$ cat src/rtl/ahb_master_arbiter.sv
// Two-master AHB arbiter: grants the address phase round-robin, muxes address/control
// by the address owner and write data by the data owner, and gates HREADY/HRESP back.
module ahb_master_arbiter #(
    parameter int ADDR_WIDTH     = 32,
    parameter int DATA_WIDTH     = 32,
    parameter int DEFAULT_MASTER = 0
) (
    input  logic                  HCLK,
    input  logic                  HRESETn,
    input  logic [ADDR_WIDTH-1:0] m0_HADDR,
    input  logic [1:0]            m0_HTRANS,
    input  logic                  m0_HWRITE,
    input  logic [2:0]            m0_HSIZE,
    input  logic [2:0]            m0_HBURST,
    input  logic [3:0]            m0_HPROT,
    input  logic                  m0_HMASTLOCK,
    input  logic [DATA_WIDTH-1:0] m0_HWDATA,
    output logic                  m0_HREADY,
    output logic                  m0_HRESP,
    output logic [DATA_WIDTH-1:0] m0_HRDATA,
    input  logic [ADDR_WIDTH-1:0] m1_HADDR,
    input  logic [1:0]            m1_HTRANS,
    input  logic                  m1_HWRITE,
    input  logic [2:0]            m1_HSIZE,
    input  logic [2:0]            m1_HBURST,
    input  logic [3:0]            m1_HPROT,
    input  logic                  m1_HMASTLOCK,
    input  logic [DATA_WIDTH-1:0] m1_HWDATA,
    output logic                  m1_HREADY,
    output logic                  m1_HRESP,
    output logic [DATA_WIDTH-1:0] m1_HRDATA,
    output logic [ADDR_WIDTH-1:0] HADDR,
    output logic [1:0]            HTRANS,
    output logic                  HWRITE,
    output logic [2:0]            HSIZE,
    output logic [2:0]            HBURST,
    output logic [3:0]            HPROT,
    output logic                  HMASTLOCK,
    output logic [DATA_WIDTH-1:0] HWDATA,
    input  logic [DATA_WIDTH-1:0] HRDATA,
    input  logic                  HREADY,
    input  logic                  HRESP,
    output logic [1:0]            hgrant,
    output logic                  hmaster
);

    localparam logic       DEF_MASTER    = 1'(DEFAULT_MASTER);
    localparam logic [1:0] TRANS_IDLE    = 2'b00;
    localparam logic [1:0] TRANS_BUSY    = 2'b01;
    localparam logic [1:0] TRANS_NONSEQ  = 2'b10;
    localparam logic [1:0] TRANS_SEQ     = 2'b11;
    localparam logic [2:0] BURST_SINGLE  = 3'b000;

    logic addr_owner_q, addr_owner_d;
    logic data_owner_q, data_owner_d;
    logic data_active_q, data_active_d;
    logic last_grant_q, last_grant_d;

    logic [1:0] req;
    logic       switch_blocked;
    logic       rr_last;
    logic       next_owner;

    always_comb begin
        HADDR     = addr_owner_q ? m1_HADDR     : m0_HADDR;
        HTRANS    = addr_owner_q ? m1_HTRANS    : m0_HTRANS;
        HWRITE    = addr_owner_q ? m1_HWRITE    : m0_HWRITE;
        HSIZE     = addr_owner_q ? m1_HSIZE     : m0_HSIZE;
        HBURST    = addr_owner_q ? m1_HBURST    : m0_HBURST;
        HPROT     = addr_owner_q ? m1_HPROT     : m0_HPROT;
        HMASTLOCK = addr_owner_q ? m1_HMASTLOCK : m0_HMASTLOCK;
        HWDATA    = data_owner_q ? m1_HWDATA    : m0_HWDATA;
    end

    always_comb begin
        req = {m1_HTRANS[1], m0_HTRANS[1]};
        switch_blocked = (HTRANS == TRANS_SEQ) || (HTRANS == TRANS_BUSY) ||
                         ((HTRANS == TRANS_NONSEQ) && (HBURST != BURST_SINGLE)) ||
                         (HMASTLOCK && (HTRANS != TRANS_IDLE));
        // A transfer completing this cycle counts as the latest grant, so contention alternates.
        rr_last = HTRANS[1] ? addr_owner_q : last_grant_q;
        if (switch_blocked) begin
            next_owner = addr_owner_q;
        end else if (req == 2'b11) begin
            next_owner = ~rr_last;
        end else if (req[0]) begin
            next_owner = 1'b0;
        end else if (req[1]) begin
            next_owner = 1'b1;
        end else begin
            next_owner = DEF_MASTER;
        end
    end

    always_comb begin
        addr_owner_d  = addr_owner_q;
        data_owner_d  = data_owner_q;
        data_active_d = data_active_q;
        last_grant_d  = last_grant_q;
        if (HREADY) begin
            data_owner_d  = addr_owner_q;
            data_active_d = HTRANS[1];
            addr_owner_d  = next_owner;
            if (HTRANS[1]) begin
                last_grant_d = addr_owner_q;
            end
        end
    end

    always_ff @(posedge HCLK or negedge HRESETn) begin
        if (!HRESETn) begin
            addr_owner_q  <= DEF_MASTER;
            data_owner_q  <= DEF_MASTER;
            data_active_q <= 1'b0;
            last_grant_q  <= DEF_MASTER;
        end else begin
            addr_owner_q  <= addr_owner_d;
            data_owner_q  <= data_owner_d;
            data_active_q <= data_active_d;
            last_grant_q  <= last_grant_d;
        end
    end

    always_comb begin
        hgrant    = addr_owner_q ? 2'b10 : 2'b01;
        hmaster   = addr_owner_q;
        m0_HRDATA = HRDATA;
        m1_HRDATA = HRDATA;
        m0_HREADY = HREADY & (~addr_owner_q | (data_active_q & ~data_owner_q));
        m1_HREADY = HREADY & ( addr_owner_q | (data_active_q &  data_owner_q));
        m0_HRESP  = HRESP & data_active_q & ~data_owner_q;
        m1_HRESP  = HRESP & data_active_q &  data_owner_q;
    end

endmodule

$ cat config.mk
export PLATFORM = sky130hd
export DESIGN_NAME = ahb_master_arbiter
export DESIGN_NICKNAME = d
export VERILOG_FILES = /design/src/rtl/ahb_master_arbiter.sv
export SDC_FILE = /design/constraint.sdc
export NUM_CORES = 1
export LEC_CHECK = 0
export ABC_AREA = 0
export BUFFER_PORTS_ARGS = -buffer_cell sky130_fd_sc_hd__buf_4
export CORE_AREA = 4 4 130 132
export CTS_BUF_LIST = sky130_fd_sc_hd__clkbuf_8
export DETAILED_ROUTE_END_ITERATION = 12
export DIE_AREA = 0 0 134 136
export GPL_TIMING_DRIVEN = 0
export MAX_ROUTING_LAYER = met4
export PLACE_DENSITY_LB_ADDON = 0.15
export SETUP_SLACK_MARGIN = 0.1
export SLEW_MARGIN = 20
export SYNTH_ARGS = -nofsm -noshare
export SYNTH_HDL_FRONTEND = slang
export SYNTH_SLANG_ARGS = --single-unit
$ cat constraint.sdc
create_clock -name HCLK -period 1.1 [get_ports HCLK]
set_input_delay 0.11 -clock HCLK [delete_from_list [all_inputs] [get_ports HCLK]]
set_output_delay 0.11 -clock HCLK [all_outputs]
set_load 0.03 [all_outputs]
==> flow_summary.ini, run 1 <==
[sta]
max_slew_margin_pct = 63.65
grt_setup_unrepaired = true
final-hold-violation-count = 0
finalClockSkew_ns = 0.0005549
fmax_mhz = 666.4
setup_violations = 87
final.period_utilization_pct = 136.4
tightestPinTransition_ns = 0.5403
slew_violations = 0
fin_crit_ns = 1.501
layout_setup_ws_ns = -0.4007

[clocking]
clock_sinks = 3
cts_tree = built
htreeDepth = 1
clk_pin_slew_worst_paths_ns = 0.03
clk_latency_ns = 0.22
cts_root_buf = clkbuf_8
cts_buffer_depth = 2
cts-buffers-inserted = 3

[die]
fp.dieArea_um2 = 18220
die_w_um = 134
die_h_um = 136
io_pins = 341
rows = 46
start_util_pct = 10.46
coreArea_um2 = 15710

[pwr]
clkPwrFrac_pct = 9.1
power_frac_comb_pct = 87.0
internal_power_mw = 2.024
powerDensity_nw_per_um2 = 653.2
leakage_nw = 2.755
power_mw = 3.458
switchingPower_mw = 1.434
seq_power_share_pct = 3.9
swShare_pct = 41.47
peakVddDrop_uv = 331.1

[detailed_routing]
drt_first_pass_iters = 4
ant_nets = 0
drc = 0
wl_per_cell_um = 14.13
post_drt_via_cell_ratio = 3.391
drt_iter0_drc = 26
dr_total_vias = 2448
wl_um = 10200

[global_routing]
grt_max_degree = 11
grt_usage_pct = 9.953
grt.overflow.total = 0
antenna_found_initial = 0
grt_pass1_wl_um = 14080
grt_pass1_vias = 2639

[critical_path]
r2r_slack_ns = -0.30
path_cells = buf_12, buf_12, mux2_4, buf_6
cp.arrival_ns = 1.39
rr_worst_depth = 6
crit_buf_inv = 3
rr_endpoint = data_owner_q
crit_type = register to primary output
endpoint = HADDR[21]
crit_path_frequent_cell = buf_12
r2r-start = hmaster
crit_fanout = 10
cp-startpoint = hmaster
critPathTopFamily = buffers and inverters
crit_cells = 4
endpoint_kind = primary output
crit_path_top_delay_cell = dfrtp_2
start_kind = register
slowest_delay_ns = 0.41
cp.required_ns = 0.99

[finish]
drive_gt1_share_pct = 97.04
stdcell_count = 722
antenna_cells = 0
fin_nets = 699
syn2layout_area_growth_pct = 222.2
final_cell_mix = 291 x buf_4, 89 x buf_6, 73 x mux2_4, 10 x buf_12, 4 x mux2_2
mostFrequentLayoutCell = buf_4

[placed_design]
place_inst = 704
gp_congestion = 0.7129
io_buffers = 307
dp.final_hpwl_um = 9067

[run]
maxCapViolations = 0

[status]
violations = negative setup slack
status = complete, but fails checks

[hold_path]
hold_class = primary input to register

[logic_synthesis]
syn_nets = 373
ys_seq_elements = 3
ys_types = 19
yosysWarnings = 0
syn-instance-count = 181
synth_area_um2 = 1643
yosysSeqAreaShare_pct = 4.570
synth_area_per_cell_um2 = 9.076
[power by group through the flow]
stage / combinational [mW] / sequential [mW] / clock [mW]
CTS: 3.01 / 0.135 / 0.326
floorplan: 1.58 / 0.133 / 0
global route: 3.15 / 0.136 / 0.333
global placement: 2.65 / 0.133 / 0
detailed placement: 2.66 / 0.133 / 0
finish: 3.01 / 0.135 / 0.316
[repair_timing]
item / in CTS / in global routing
endpoints found under the setup margin: 87 / 88
hold buffers: 1 / 0
pin swaps: 2 / 1
resized for setup: 112 / 9
cloned: 3 / 1
hold endpoints to repair: 3 / 0
setup buffers: 7 / 2
[synthesized netlist by cell type, drive strengths merged]
| master | count | area, µm² |
|---|---|---|
| or2b | 1 | 8.760 |
| a21oi | 3 | 15.01 |
| a31oi | 1 | 6.260 |
| nand2b | 2 | 12.51 |
| mux2 | 77 | 867.1 |
| dfrtp | 3 | 75.07 |
| nor4 | 3 | 25.02 |
| o21ai | 1 | 5.000 |
| and3 | 1 | 6.260 |
| nand2 | 5 | 18.77 |
| inv | 2 | 7.510 |
| buf | 76 | 560.5 |
| a21boi | 1 | 7.510 |
| nor2 | 3 | 11.26 |
| or4b | 1 | 10.01 |
| nor2b | 1 | 6.260 |
[final cells by class]
cell class                      instances  area [µm²]
Buffer                                 76       699.4
Clock buffer                            3       41.29
Clock inverter                          1       3.754
Fill cell                            1688       10420
Inverter                                2       11.26
Multi-Input combinational cell        100        1356
Sequential cell                         3       76.32
Tap cell                              216       270.3
Timing Repair Buffer                  321        2835
[worst min-delay path by stage]
stage                     startpoint            end  depth (start not counted)
after floorplan              HRESETn  data_active_q                          0
after global placement       HRESETn   data_owner_q                          1
after detailed placement     HRESETn   data_owner_q                          1
after CTS                     HREADY  data_active_q                          2
after global routing          HREADY  data_active_q                          2
final                         HREADY  data_active_q                          2
[flip-flops by register name, summed over array words and instances (netlist names)]
register / count
data_owner_q: 1
data_active_q: 1
hmaster: 1
[through the flow]
stage / setup slack [ns] / utilization, % / hold WS (ns) / setup TNS, ns / area [µm²]
final: -0.4007 / 33.69 / 0.1222 / -31.13 / 5294
after global routing: -0.4328 / 33.69 / 0.1429 / -33.83 / 5294
after CTS: -0.4188 / 33.27 / 0.1218 / -31.92 / 5228
after detailed placement: -0.3011 / 29.26 / -0.09632 / -16.15 / 4597
after global placement: -0.2844 / 29.26 / -0.09843 / -15.36 / 4597
after floorplan: -0.1559 / - / -0.1856 / -7.125 / 2022
[cell families (layout without fill, tap and decap cells)]
group,Yosys count,after routing,share of synthesized area (%)
and+or+nand+nor,17,17,6.017
AOI/OAI and AO/OA,6,6,2.056
buffers and inverters,78,403,34.58
muxes,77,77,52.78
DFF,3,3,4.570
[routing by layer]
layer  GRT usage, %  wire length (µm)
met4          2.400               129
met2          19.79              5973
met1          10.08              3323
met3          1.665               778
met5              -                 0
(Power assumes the default switching activity.)
==> run 2, diff against run 1 <==
- CORE_AREA: 4 4 130 132 -> 4 4 131 133
- DIE_AREA: 0 0 134 136 -> 0 0 135 137
- clock period: 1.1 -> 1.9 ns (I/O delays scaled with it)
==> run 2 against run 1 <==
Net effect:
- the flow now finishes without violations
- hold slack gained 0.070 ns
- first-iteration DRC count shrank 81%
- sequential power shrank 45%
- critical endpoint is now HADDR[8]
- largest cell class unchanged
==> flow_summary.ini, run 2 (synthesis results as in run 1) <==
[detailed_routing]
post_drt_via_cell_ratio = 3.443
drt_iter0_drc = 5
drt_first_pass_iters = 4
wl_um = 10330
dr_total_vias = 2441
drc = 0
wl_per_cell_um = 14.57
ant_nets = 0

[clocking]
cts_root_buf = clkbuf_8
clk_latency_ns = 0.22
htreeDepth = 1
clk_pin_slew_worst_paths_ns = 0.03
clock_sinks = 3
cts_tree = built
cts-buffers-inserted = 3
cts_buffer_depth = 2

[critical_path]
cp.required_ns = 1.71
start_kind = register
crit_fanout = 10
cp.arrival_ns = 1.50
endpoint_kind = primary output
crit_type = register to primary output

[sta]
fin_tns_setup_ns = 0
max_slew_margin_pct = 75.08
final.period_utilization_pct = 89.08
grt_setup_unrepaired = false
tightestPinTransition_ns = 0.3703
setup_violations = 0
fmax_mhz = 590.8
slew_violations = 0
final-hold-violation-count = 0
fin_crit_ns = 1.693
finalClockSkew_ns = 0.0007783

[global_routing]
grt_usage_pct = 9.994
grt.overflow.total = 0
grt_max_degree = 11
antenna_found_initial = 0
grt_pass1_vias = 2713
grt_pass1_wl_um = 14150

[die]
die_w_um = 135
rows = 46
coreArea_um2 = 15830
die_h_um = 137
io_pins = 341
start_util_pct = 10.38
fp.dieArea_um2 = 18500

[finish]
fill_cells = 1739
antenna_cells = 0
fin_nets = 686
stdcell_count = 709
syn2layout_area_growth_pct = 161.9
final_cell_mix = 377 x buf_4, 77 x mux2_2, 5 x buf_6, 5 x nand2_1
drive_gt1_share_pct = 94.52
final_core_util_pct = 27.19
mostFrequentLayoutCell = buf_4

[pwr]
peakVddDrop_uv = 126.2
leakage_nw = 2.253
power_mw = 1.662
powerDensity_nw_per_um2 = 386.2

[placed_design]
dp.final_hpwl_um = 9596
place_inst = 704
io_buffers = 307
gp_congestion = 0.6948

[status]
status = completed

[hold_path]
hold_class = primary input to register

[run]
maxCapViolations = 0
run 2: cell types whose count changed in the layout (fill, tap and decap cells not counted), sizes merged:
| cell | delta |
|---|---|
| clkinvlp | -1 |
| buf | -13 |
| inv | +1 |
run 2: report_power, final:
group	switching, mW	internal [mW]	total, mW	leakage, nW
Combinational	0.699	0.708	1.41	2.19
Clock	0.0427	0.138	0.180	0.0269
Sequential	0.00531	0.0696	0.0749	0.0368
run 2: final timing paths:
check,start,end,cells past startpoint,slack [ns]
worst max-delay path,hmaster,HADDR[8],4,0.21
worst min register to register,data_active_q,data_active_q,2,0.62
max in group asynchronous,HRESETn,hmaster,2,1.47
min in group asynchronous,HRESETn,data_owner_q,2,0.33
worst max register to register,hmaster,hmaster,3,0.68
worst min-delay path,HREADY,data_active_q,2,0.19
run 2: layer usage:
| metal | up-vias | GRT usage (%) | part of all wire, % |
|---|---|---|---|
| met3 | 6 | 3.971 | 14 |
| met2 | 195 | 20.04 | 55 |
| li1 | 1187 | - | - |
| met5 | - | - | 0 |
| met1 | 1053 | 8.933 | 30 |
| met4 | 0 | 1.624 | 0.67 |
run 2: stage by stage:
stage | hold slack (ns) | cell area (µm²) | setup WS (ns)
after CTS | 0.1873 | 4299 | 0.1193
after global placement | -0.01769 | 4218 | 0.1901
final | 0.1922 | 4303 | 0.2074
after global routing | 0.1917 | 4303 | 0.1239
after detailed placement | -0.01519 | 4218 | 0.2161
after floorplan | -0.1056 | 1643 | 0.1754
run 2: final cells by class:
cell class                 count  area [µm²]  area share [%]
buffer                        76       589.3           13.70
multi-input combinational    100       999.7           23.23
timing repair buffer         308        2315           53.79
sequential                     3       76.32           1.774
inverter                       2       7.507          0.1745
clock buffer                   3       41.29          0.9596
tap                          216       270.3           6.281
clock inverter                 1       3.754         0.08723
run 2: repair_timing:
item | in CTS | in global routing
buffers inserted | 0 | 0
hold endpoints to repair | 3 | 0
gates resized for setup | 9 | 2
hold buffers | 1 | 0
endpoints found under the setup margin | 57 | 28
run 2: worst max-delay path, stage by stage (launching register included):
cell     delay, ns
dfrtp_2       0.39
buf_6         0.17
buf_4         0.20
mux2_2        0.35
buf_4         0.17
==> run 3, diff against run 2 <==
--- a/config.mk
+++ b/config.mk
@@ -8,4 +8,5 @@
 export ABC_AREA = 0
 export BUFFER_PORTS_ARGS = -buffer_cell sky130_fd_sc_hd__buf_4
+export CAP_MARGIN = 10
 export CORE_AREA = 4 4 131 133
 export CTS_BUF_LIST = sky130_fd_sc_hd__clkbuf_8
==> constraint.sdc (replaced) <==
create_clock -name HCLK -period 1.9 [get_ports HCLK]
set_input_delay 0.38 -clock HCLK [delete_from_list [all_inputs] [get_ports HCLK]]
set_output_delay 0.38 -clock HCLK [all_outputs]
set_load 0.03 [all_outputs]
==> run 3 against run 2 <==
Net effect:
- flip-flop and latch count unchanged
- clock-buffer cell count unchanged
- non-clock buffer count up 4
- critical path type unchanged
- cell count is 0.56% higher
- largest power group unchanged
- highest routed layer unchanged
- critical endpoint is now HPROT[2]
- total power increased by 1.5%
- clock skew about the same
- hold slack improved by 0.20 ns
- setup slack worse by 0.093 ns
==> flow_summary.ini, run 3 (synthesis results as in run 1) <==
[die]
rows = 46
start_util_pct = 10.38
die_w_um = 135
coreArea_um2 = 15830
fp.dieArea_um2 = 18500
io_pins = 341
die_h_um = 137

[sta]
setup_violations = 0
max_slew_margin_pct = 71.78
fmax_mhz = 560.0
final.period_utilization_pct = 93.98
fin_crit_ns = 1.786
layout_setup_ws_ns = 0.1144
slew_violations = 0
grt_setup_unrepaired = true
fin_tns_setup_ns = 0
final-hold-violation-count = 0
finalClockSkew_ns = 0.001204
tightestPinTransition_ns = 0.4195

[clocking]
cts-buffers-inserted = 3
cts_root_buf = clkbuf_8
clock_sinks = 3
htreeDepth = 1
clk_latency_ns = 0.21
clk_pin_slew_worst_paths_ns = 0.03
cts_buffer_depth = 2
cts_tree = built

[hold_path]
hp-start = HREADY
hold_class = primary input to register

[finish]
mostFrequentLayoutCell = buf_4
antenna_cells = 0
fin_nets = 690
final_cell_mix = 376 x buf_4, 77 x mux2_2, 5 x buf_6, 5 x nand2_1
syn2layout_area_growth_pct = 167.4
fin_area_um2 = 4393
stdcell_count = 713
drive_gt1_share_pct = 94.57
final_core_util_pct = 27.75

[critical_path]
cp.required_ns = 1.52
cp.arrival_ns = 1.41
crit_type = register to primary output
endpoint_kind = primary output
critPathTopFamily = buffers and inverters
crit_fanout = 10
start_kind = register
slowest_delay_ns = 0.38
crit_path_top_delay_cell = dfrtp_2
cp-startpoint = hmaster
crit_path_frequent_cell = buf_12
r2r-start = hmaster
crit_buf_inv = 3
path_cells = buf_12, buf_12, mux2_2, buf_4

[detailed_routing]
wl_um = 10570
ant_nets = 0
post_drt_via_cell_ratio = 3.499
drt_first_pass_iters = 3
dr_total_vias = 2495
drt_iter0_drc = 21
wl_per_cell_um = 14.83
drc = 0

[status]
status = completed

[global_routing]
grt_max_degree = 11
grt_pass1_wl_um = 14420
antenna_found_initial = 0
grt.overflow.total = 0
grt_usage_pct = 10.18
grt_pass1_vias = 2696

[pwr]
powerDensity_nw_per_um2 = 384.1
peakVddDrop_uv = 156.1
leakage_nw = 2.291

[run]
maxCapViolations = 0

[placed_design]
gp_congestion = 0.7722
place_area_um2 = 4218
io_buffers = 307
place_inst = 704
post-place-ws_ns = 0.006053
dp.final_hpwl_um = 9835
==> run 3: per-layer routing <==
layer,vias to the layer above,part of all wire [%],track usage [%]
li1,1192,-,-
met1,1091,31,9.755
met2,206,54,20.18
met3,6,14,3.346
met4,0,1.0,1.512
met5,-,0,-
==> run 3: per-stage QoR <==
stage | hold slack [ns] | total power, mW
after floorplan | 0.08441 | 0.8652
after global placement | 0.1718 | 1.487
after detailed placement | 0.1724 | 1.492
after CTS | 0.3885 | 1.704
after global routing | 0.4059 | 1.782
final | 0.3881 | 1.687
==> run 3: power breakdown <==
part / internal (mW) / total [mW] / switching, mW
Clock: 0.137 / 0.177 / 0.0398
Sequential: 0.0696 / 0.0752 / 0.00557
Combinational: 0.729 / 1.43 / 0.705
==> run 3: layout make-up <==
type / count / area, µm²
Fill cell: 1760 / 11430
Clock buffer: 3 / 41.29
Clock inverter: 1 / 3.754
Inverter: 2 / 7.507
Timing Repair Buffer: 312 / 2345
Multi-Input combinational cell: 100 / 999.7
Tap cell: 216 / 270.3
Sequential cell: 3 / 76.32
Buffer: 76 / 649.4
==> run 3: repair_timing <==
item / 4_1_cts / 5_1_grt
resized for setup: 22 / 4
endpoints found under the hold margin: 3 / 0
setup endpoints to repair: 69 / 57
hold buffers: 1 / 0
buffers inserted: 2 / 2
==> run 3: final timing paths <==
| kind | slack (ns) | cells past startpoint | to |
|---|---|---|---|
| worst max-delay path | 0.11 | 4 | HPROT[2] |
| worst min-delay path | 0.39 | 2 | data_active_q |
| worst max register to register | 0.56 | 4 | hmaster |
| worst min register to register | 0.63 | 2 | data_active_q |
| max in group asynchronous | 1.28 | 2 | hmaster |
| min in group asynchronous | 0.51 | 2 | data_active_q |
